===== config.mk =====
export PLATFORM = sky130hd
export DESIGN_NAME = pic_command_sequencer
export DESIGN_NICKNAME = d
export VERILOG_FILES = /design/src/rtl/pic_pkg.sv /design/src/rtl/pic_sync.sv /design/src/rtl/pic_command_sequencer.sv
export SDC_FILE = /design/constraint.sdc
export NUM_CORES = 1
export LEC_CHECK = 0
export CAP_MARGIN = 20
export CORE_ASPECT_RATIO = 1.2
export CORE_MARGIN = 2
export CORE_UTILIZATION = 51
export CTS_CLUSTER_SIZE = 16
export DETAILED_ROUTE_END_ITERATION = 6
export GPL_TIMING_DRIVEN = 0
export PLACE_DENSITY = 0.81
export SETUP_SLACK_MARGIN = 0.02
export SLEW_MARGIN = 40
export SYNTH_ARGS = -nofsm -noshare
export SYNTH_HDL_FRONTEND = slang
export SYNTH_SLANG_ARGS = --single-unit

===== constraint.sdc =====
create_clock -name clk -period 2.5 [get_ports clk]
set_input_delay 0.5 -clock clk [delete_from_list [all_inputs] [get_ports clk]]
set_output_delay 0.5 -clock clk [all_outputs]
set_load 0.03 [all_outputs]

===== src/rtl/pic_pkg.sv =====
// Shared definitions for the 8259 write-side command sequencer: state
// encoding, OCW2 command codes and ICW/OCW bit positions.
package pic_pkg;

  typedef enum logic [2:0] {
    ST_UNINIT    = 3'd0,
    ST_WAIT_ICW2 = 3'd1,
    ST_WAIT_ICW3 = 3'd2,
    ST_WAIT_ICW4 = 3'd3,
    ST_READY     = 3'd4
  } pic_state_e;

  typedef enum logic [2:0] {
    OCW2_ROT_AEOI_CLR = 3'b000,
    OCW2_NSEOI        = 3'b001,
    OCW2_NOP          = 3'b010,
    OCW2_SEOI         = 3'b011,
    OCW2_ROT_AEOI_SET = 3'b100,
    OCW2_ROT_NSEOI    = 3'b101,
    OCW2_SET_PRI      = 3'b110,
    OCW2_ROT_SEOI     = 3'b111
  } pic_ocw2_e;

  localparam int ICW1_IC4  = 0;
  localparam int ICW1_SNGL = 1;
  localparam int ICW1_LTIM = 3;
  localparam int ICW1_SEL  = 4;

  localparam int ICW4_UPM  = 0;
  localparam int ICW4_AEOI = 1;
  localparam int ICW4_MS   = 2;
  localparam int ICW4_BUF  = 3;
  localparam int ICW4_SFNM = 4;

  localparam int OCW_SEL   = 3;
  localparam int OCW3_RIS  = 0;
  localparam int OCW3_RR   = 1;
  localparam int OCW3_POLL = 2;
  localparam int OCW3_SMM  = 5;
  localparam int OCW3_ESMM = 6;

  function automatic logic is_icw1(input logic a0, input logic [7:0] d);
    return (a0 == 1'b0) && d[ICW1_SEL];
  endfunction

endpackage


===== src/rtl/pic_sync.sv =====
// STAGES-deep flop chain bringing an asynchronous level into the clk domain.
module pic_sync #(
  parameter int STAGES = 2
) (
  input  logic clk,
  input  logic rst_n,
  input  logic d,
  output logic q
);

  logic [STAGES-1:0] sync_q;

  // shift the raw level through the synchroniser chain
  always_ff @(posedge clk or negedge rst_n) begin
    if (!rst_n) begin
      sync_q <= '0;
    end else begin
      sync_q <= {sync_q[STAGES-2:0], d};
    end
  end

  assign q = sync_q[STAGES-1];

endmodule


===== src/rtl/pic_command_sequencer.sv =====
// 8259 write-side control: ICW1..ICW4 initialisation and OCW1/2/3 decode.
// Build option PIC_AEOI_EN: when defined, aeoi follows ICW4 D1; otherwise aeoi is 0.
module pic_command_sequencer
  import pic_pkg::*;
#(
  parameter int         SYNC_STAGES = 2,
  parameter logic [7:0] IMR_RST     = 8'h00
) (
  input  logic       clk,
  input  logic       rst_n,
  input  logic       cs_n,
  input  logic       wr_n,
  input  logic       rd_n,
  input  logic       a0,
  input  logic [7:0] internal,
  output logic       init_done,
  output logic       ltim,
  output logic       sngl,
  output logic [4:0] vector_base,
  output logic [7:0] icw3,
  output logic       aeoi,
  output logic       upm,
  output logic       sfnm,
  output logic       buf_mode,
  output logic       ms,
  output logic [7:0] imr,
  output logic       ocw2_valid,
  output logic [2:0] ocw2_cmd,
  output logic [2:0] ocw2_level,
  output logic       read_isr,
  output logic       special_mask,
  output logic       poll_pending
);

  logic       wr_win_s, rd_win_s;
  logic       wr_sync_s, rd_sync_s;
  logic       wr_prev_q, rd_prev_q;
  logic       commit_s, rd_end_s;
  logic       hold_a0_q;
  logic [7:0] hold_data_q;

  pic_state_e state_q;
  pic_ocw2_e  ocw2_cmd_q;
  logic       ic4_q, init_done_q, ltim_q, sngl_q;
  logic [4:0] vector_base_q;
  logic [7:0] icw3_q, imr_q;
  logic       aeoi_q, upm_q, sfnm_q, buf_mode_q, ms_q;
  logic       ocw2_valid_q;
  logic [2:0] ocw2_level_q;
  logic       read_isr_q, special_mask_q, poll_q;

  // a write overlapping a read wins, so the read window excludes wr_n low
  assign wr_win_s = ~cs_n & ~wr_n;
  assign rd_win_s = ~cs_n & ~rd_n & wr_n;

  pic_sync #(.STAGES(SYNC_STAGES)) u_wr_sync (
    .clk(clk), .rst_n(rst_n), .d(wr_win_s), .q(wr_sync_s)
  );

  pic_sync #(.STAGES(SYNC_STAGES)) u_rd_sync (
    .clk(clk), .rst_n(rst_n), .d(rd_win_s), .q(rd_sync_s)
  );

  assign commit_s = wr_prev_q & ~wr_sync_s;
  assign rd_end_s = rd_prev_q & ~rd_sync_s;

  // edge history of both windows and the byte/address latched while writing
  always_ff @(posedge clk or negedge rst_n) begin
    if (!rst_n) begin
      wr_prev_q   <= 1'b0;
      rd_prev_q   <= 1'b0;
      hold_a0_q   <= 1'b0;
      hold_data_q <= 8'h00;
    end else begin
      wr_prev_q <= wr_sync_s;
      rd_prev_q <= rd_sync_s;
      if (wr_win_s) begin
        hold_a0_q   <= a0;
        hold_data_q <= internal;
      end else begin
        hold_a0_q   <= hold_a0_q;
        hold_data_q <= hold_data_q;
      end
    end
  end

  // initialisation FSM and command decode, all outputs registered
  always_ff @(posedge clk or negedge rst_n) begin
    if (!rst_n) begin
      state_q        <= ST_UNINIT;
      ic4_q          <= 1'b0;
      init_done_q    <= 1'b0;
      ltim_q         <= 1'b0;
      sngl_q         <= 1'b0;
      vector_base_q  <= 5'd0;
      icw3_q         <= 8'h00;
      aeoi_q         <= 1'b0;
      upm_q          <= 1'b0;
      sfnm_q         <= 1'b0;
      buf_mode_q     <= 1'b0;
      ms_q           <= 1'b0;
      imr_q          <= IMR_RST;
      ocw2_valid_q   <= 1'b0;
      ocw2_cmd_q     <= OCW2_ROT_AEOI_CLR;
      ocw2_level_q   <= 3'd0;
      read_isr_q     <= 1'b0;
      special_mask_q <= 1'b0;
      poll_q         <= 1'b0;
    end else begin
      ocw2_valid_q <= 1'b0;
      if (rd_end_s) begin
        poll_q <= 1'b0;
      end
      if (commit_s) begin
        if (is_icw1(hold_a0_q, hold_data_q)) begin
          ltim_q         <= hold_data_q[ICW1_LTIM];
          sngl_q         <= hold_data_q[ICW1_SNGL];
          ic4_q          <= hold_data_q[ICW1_IC4];
          imr_q          <= IMR_RST;
          special_mask_q <= 1'b0;
          read_isr_q     <= 1'b0;
          poll_q         <= 1'b0;
          aeoi_q         <= 1'b0;
          upm_q          <= 1'b0;
          sfnm_q         <= 1'b0;
          buf_mode_q     <= 1'b0;
          ms_q           <= 1'b0;
          init_done_q    <= 1'b0;
          state_q        <= ST_WAIT_ICW2;
        end else if (!hold_a0_q) begin
          if (state_q == ST_READY) begin
            if (!hold_data_q[OCW_SEL]) begin
              ocw2_cmd_q   <= pic_ocw2_e'(hold_data_q[7:5]);
              ocw2_level_q <= hold_data_q[2:0];
              ocw2_valid_q <= 1'b1;
            end else begin
              if (hold_data_q[OCW3_RR]) read_isr_q <= hold_data_q[OCW3_RIS];
              if (hold_data_q[OCW3_ESMM]) special_mask_q <= hold_data_q[OCW3_SMM];
              // placed after the read-end clear so a same-cycle poll set wins
              if (hold_data_q[OCW3_POLL]) poll_q <= 1'b1;
            end
          end
        end else begin
          case (state_q)
            ST_UNINIT: begin
              state_q <= ST_UNINIT;
            end
            ST_WAIT_ICW2: begin
              vector_base_q <= hold_data_q[7:3];
              if (!sngl_q) begin
                state_q <= ST_WAIT_ICW3;
              end else if (ic4_q) begin
                state_q <= ST_WAIT_ICW4;
              end else begin
                state_q     <= ST_READY;
                init_done_q <= 1'b1;
              end
            end
            ST_WAIT_ICW3: begin
              icw3_q <= hold_data_q;
              if (ic4_q) begin
                state_q <= ST_WAIT_ICW4;
              end else begin
                state_q     <= ST_READY;
                init_done_q <= 1'b1;
              end
            end
            ST_WAIT_ICW4: begin
`ifdef PIC_AEOI_EN
              aeoi_q      <= hold_data_q[ICW4_AEOI];
`else
              aeoi_q      <= 1'b0;
`endif
              upm_q       <= hold_data_q[ICW4_UPM];
              ms_q        <= hold_data_q[ICW4_MS];
              buf_mode_q  <= hold_data_q[ICW4_BUF];
              sfnm_q      <= hold_data_q[ICW4_SFNM];
              state_q     <= ST_READY;
              init_done_q <= 1'b1;
            end
            ST_READY: begin
              imr_q <= hold_data_q;
            end
            default: begin
              state_q     <= ST_UNINIT;
              init_done_q <= 1'b0;
            end
          endcase
        end
      end
    end
  end

  assign init_done    = init_done_q;
  assign ltim         = ltim_q;
  assign sngl         = sngl_q;
  assign vector_base  = vector_base_q;
  assign icw3         = icw3_q;
  assign aeoi         = aeoi_q;
  assign upm          = upm_q;
  assign sfnm         = sfnm_q;
  assign buf_mode     = buf_mode_q;
  assign ms           = ms_q;
  assign imr          = imr_q;
  assign ocw2_valid   = ocw2_valid_q;
  assign ocw2_cmd     = ocw2_cmd_q;
  assign ocw2_level   = ocw2_level_q;
  assign read_isr     = read_isr_q;
  assign special_mask = special_mask_q;
  assign poll_pending = poll_q;

endmodule


==> impl_metrics.json <==
{
  "tightest_slew_ns": 0.506,
  "min_period_over_period_pct": 78.3,
  "grt_pass1_vias": 1763,
  "slew_viol_final": 0,
  "multi_input_area_um2": 921,
  "start_util_pct": 53.0,
  "worstSetupPathType": "register to output pin",
  "placementRows": 27,
  "h-tree-depth": 3,
  "via_count": 1789,
  "dieArea_mm2": 0.00535,
  "num_antenna_cells": 0,
  "hold_viol": 0,
  "slowest_delay_ns": 0.70,
  "pwr-share-seq_pct": 37.9,
  "firstDrtPassIters": 4,
  "worstPathCellList": "clkdlybuf4s50_1",
  "relSlewSlack_pct": 66.2,
  "port_buffers": 51,
  "p_sw_share_pct": 36.5,
  "drtIter0Drc": 181,
  "critical_path_buf_inv_count": 1,
  "grt_overflow": 0,
  "ir_drop_v": 0.000622,
  "vias_per_cell": 5.44,
  "rsz0062_at_grt": "no",
  "clkLatencyLatePin_ns": 0.33,
  "cp-end-kind": "output pin",
  "fp.dieH_um": 79.7,
  "numCtsBuffers": 9,
  "grt_pass1_wl_um": 8790,
  "cp-start-kind": "register",
  "ctsRootBufferMaster": "clkbuf_8",
  "syn_avg_cell_area_um2": 12.0,
  "period_needed_ns": 1.96,
  "instances_no_fill": 329,
  "place_hpwl_um": 3740,
  "pre_cts_ws_ns": 0.438,
  "core_mm2": 0.00459,
  "crit_slowest_cell": "clkdlybuf4s50_1",
  "switchingPower_mw": 1.33,
  "cts_tree": "built",
  "pwr-share-comb_pct": 39.4,
  "synth_top_area_cell": "dfrtp_1",
  "drive_above_1_share_pct": 20.7,
  "cts-hold-fix-buffers": 0,
  "synthArstFlopShare_pct": 100,
  "synth.distinct_cells": 41,
  "cap_violations": 0,
  "die_w_um": 67.1,
  "placedCellCount": 313,
  "arrival_ns": 1.46,
  "max_freq_mhz": 511,
  "netlist_instances": 203,
  "cts_setup_buffers": 0,
  "fillers": 358,
  "ys_seq_area_share_pct": 58.6,
  "clockBufferDepth": 2,
  "grt_usage_pct": 22.5,
  "power_frac_clock_pct": 22.7,
  "wl_um": 5280,
  "cp_max_fo": 6,
  "p_leak_nw": 1.47,
  "antenna_found_initial": 0,
  "power.density_mw_per_mm2": 1130,
  "wl_per_cell_um": 16.0,
  "cts_sinks": 57,
  "ys.flop_type": "dfrtp_1",
  "io_pins": 53,
  "top_layer_used": "met4",
  "outcome": "completed",
  "drtAntennaViolNets": 0,
  "synth_top_area_share_pct": 58.6,
  "crit_family": "buffers and inverters",
  "internal_power_mw": 2.31,
  "cts_resized": 0,
  "hold_class": "input pin to asynchronous set/reset pin",
  "path_clk_slew_ns": 0.06,
  "synth_seq_cells": 57,
  "setup_viol": 0,
  "met2WireLength_um": 2660,
  "nNetsFinal": 280,
  "synth_enable_flop_cells": 0,
  "synth_area_mm2": 0.00244,
  "worst_slack_ns": 0.542,
  "crit_cells": 1,
  "yosysWarnings": 0,
  "met3_length_um": 305,
  "wl_met1_um": 2230,
  "p_total_mw": 3.64,
  "reg2reg_depth": 4,
  "skew_ns": 0.00725,
  "remaining_drc_errors": 0,
  "grt_max_degree": 39,
  "cp.required_ns": 2.00,
  "synthToLayoutAreaGrowth_pct": 32.4,
  "syn_nets": 217,
  "gp_congestion": 0.869,
  "seq_area_mm2": 0.00143,
  "ys_top_cells_by_area": "dfrtp_1, mux2_2, nand2_1, o21ai_0, mux2_4"
}
==> per-stage QoR <==
stage | setup TNS, ns | hold slack [ns] | utilization (%) | cell area [µm²]
5_1_grt | 0 | 0.0526 | 70.2 | 3230
6_report | 0 | 0.0320 | 70.2 | 3230
3_3_place_gp | -44.65 | 0.331 | 65.7 | 3020
2_1_floorplan | 0 | 0.204 | - | 2440
3_5_place_dp | 0 | 0.336 | 66.1 | 3040
4_1_cts | 0 | 0.0325 | 70.2 | 3230
==> state kept, by name, indices dropped and copies added, names as in the netlist, 2 cells and up <==
name	cells
u_rd_sync.sync_q	2
ocw2_cmd	3
state_q	3
ocw2_level	3
imr	8
icw3	8
hold_data_q	8
u_wr_sync.sync_q	2
vector_base	5
==> placed cells by master, fill, tap and decap left out, types with 2 or more instances in the layout <==
cell / synthesis / final
nand2_1: 23 / 23
clkinv_2: 0 / 2
inv_1: 4 / 4
a22oi_1: 6 / 6
clkdlybuf4s50_1: 0 / 50
mux2_2: 21 / 21
dfrtp_1: 57 / 57
clkbuf_8: 0 / 10
buf_6: 2 / 2
nand3_1: 8 / 8
a21boi_0: 3 / 3
nor2_1: 7 / 7
nor2b_1: 2 / 2
nand3b_1: 2 / 2
a21oi_1: 5 / 5
clkbuf_1: 3 / 6
buf_2: 3 / 3
nand2b_1: 3 / 3
buf_4: 2 / 3
o31ai_1: 4 / 4
o21ai_0: 16 / 16
mux2_4: 5 / 5
nand4_1: 4 / 4
nor3b_1: 3 / 3
==> cell families (layout without fill, tap and decap cells) <==
| kind of cell | Yosys count | in the layout | synth area share, % |
|---|---|---|---|
| multiplexers | 27 | 27 | 13.3 |
| XOR/XNOR | 1 | 1 | 0.360 |
| flip-flops | 57 | 57 | 58.6 |
| AND/OR/NAND/NOR | 60 | 60 | 13.5 |
| other | 1 | 1 | 0.154 |
| buffers and inverters | 16 | 84 | 3.65 |
| AO/OA/AOI/OAI | 41 | 41 | 10.6 |
==> final timing paths <==
| check | startpoint | end | slack [ns] |
|---|---|---|---|
| min in group clk | u_wr_sync.sync_q[0]$_DFF_PN0_ | u_wr_sync.sync_q[1]$_DFF_PN0_ | 0.35 |
| max reg2reg | state_q[0]$_DFFE_PN0P_ | ocw2_cmd[0]$_DFFE_PN0P_ | 0.75 |
| max in group asynchronous | rst_n | icw3[4]$_DFFE_PN0P_ | 1.99 |
| min | rst_n | vector_base[3]$_DFFE_PN0P_ | 0.03 |
| max | sngl$_DFFE_PN0P_ | sngl | 0.54 |
| min reg2reg | u_wr_sync.sync_q[0]$_DFF_PN0_ | u_wr_sync.sync_q[1]$_DFF_PN0_ | 0.35 |
==> area by class of cell <==
type,instances,area share (%)
flip-flops and latches,57,44.2
repair buffers,52,16.4
plain buffers,11,2.09
clock inverters,3,1.24
clock buffers,13,4.62
multi-input cells,130,28.5
inverters,5,0.659
well taps,58,2.25
==> metal layers <==
layer | GRT usage (%) | vias up
met5 | 0 | -
met4 | 9.18 | 0
met3 | 7.05 | 10
met2 | 34.9 | 43
met1 | 29.2 | 884
li1 | - | 852
==> power groups by stage <==
| stage | clock network, mW | logic (mW) | registers, mW |
|---|---|---|---|
| detailed placement | 0 | 1.44 | 1.39 |
| global route | 0.870 | 1.55 | 1.41 |
| floorplan | 0 | 0.489 | 1.75 |
| finish | 0.828 | 1.43 | 1.38 |
| global placement | 0 | 1.41 | 1.38 |
| CTS | 0.840 | 1.45 | 1.38 |
==> Yosys cell counts (all sizes together), types with 2 or more instances <==
master	count
nand2b	4
inv	5
mux2	27
nor2b	2
a21oi	5
a21boi	3
o31ai	4
buf	8
nor2	8
nand3b	2
a22oi	6
clkbuf	3
nand2	23
nand3	9
nand4	5
dfrtp	57
nor3b	4
o21ai	17
(Power assumes the default switching activity.)
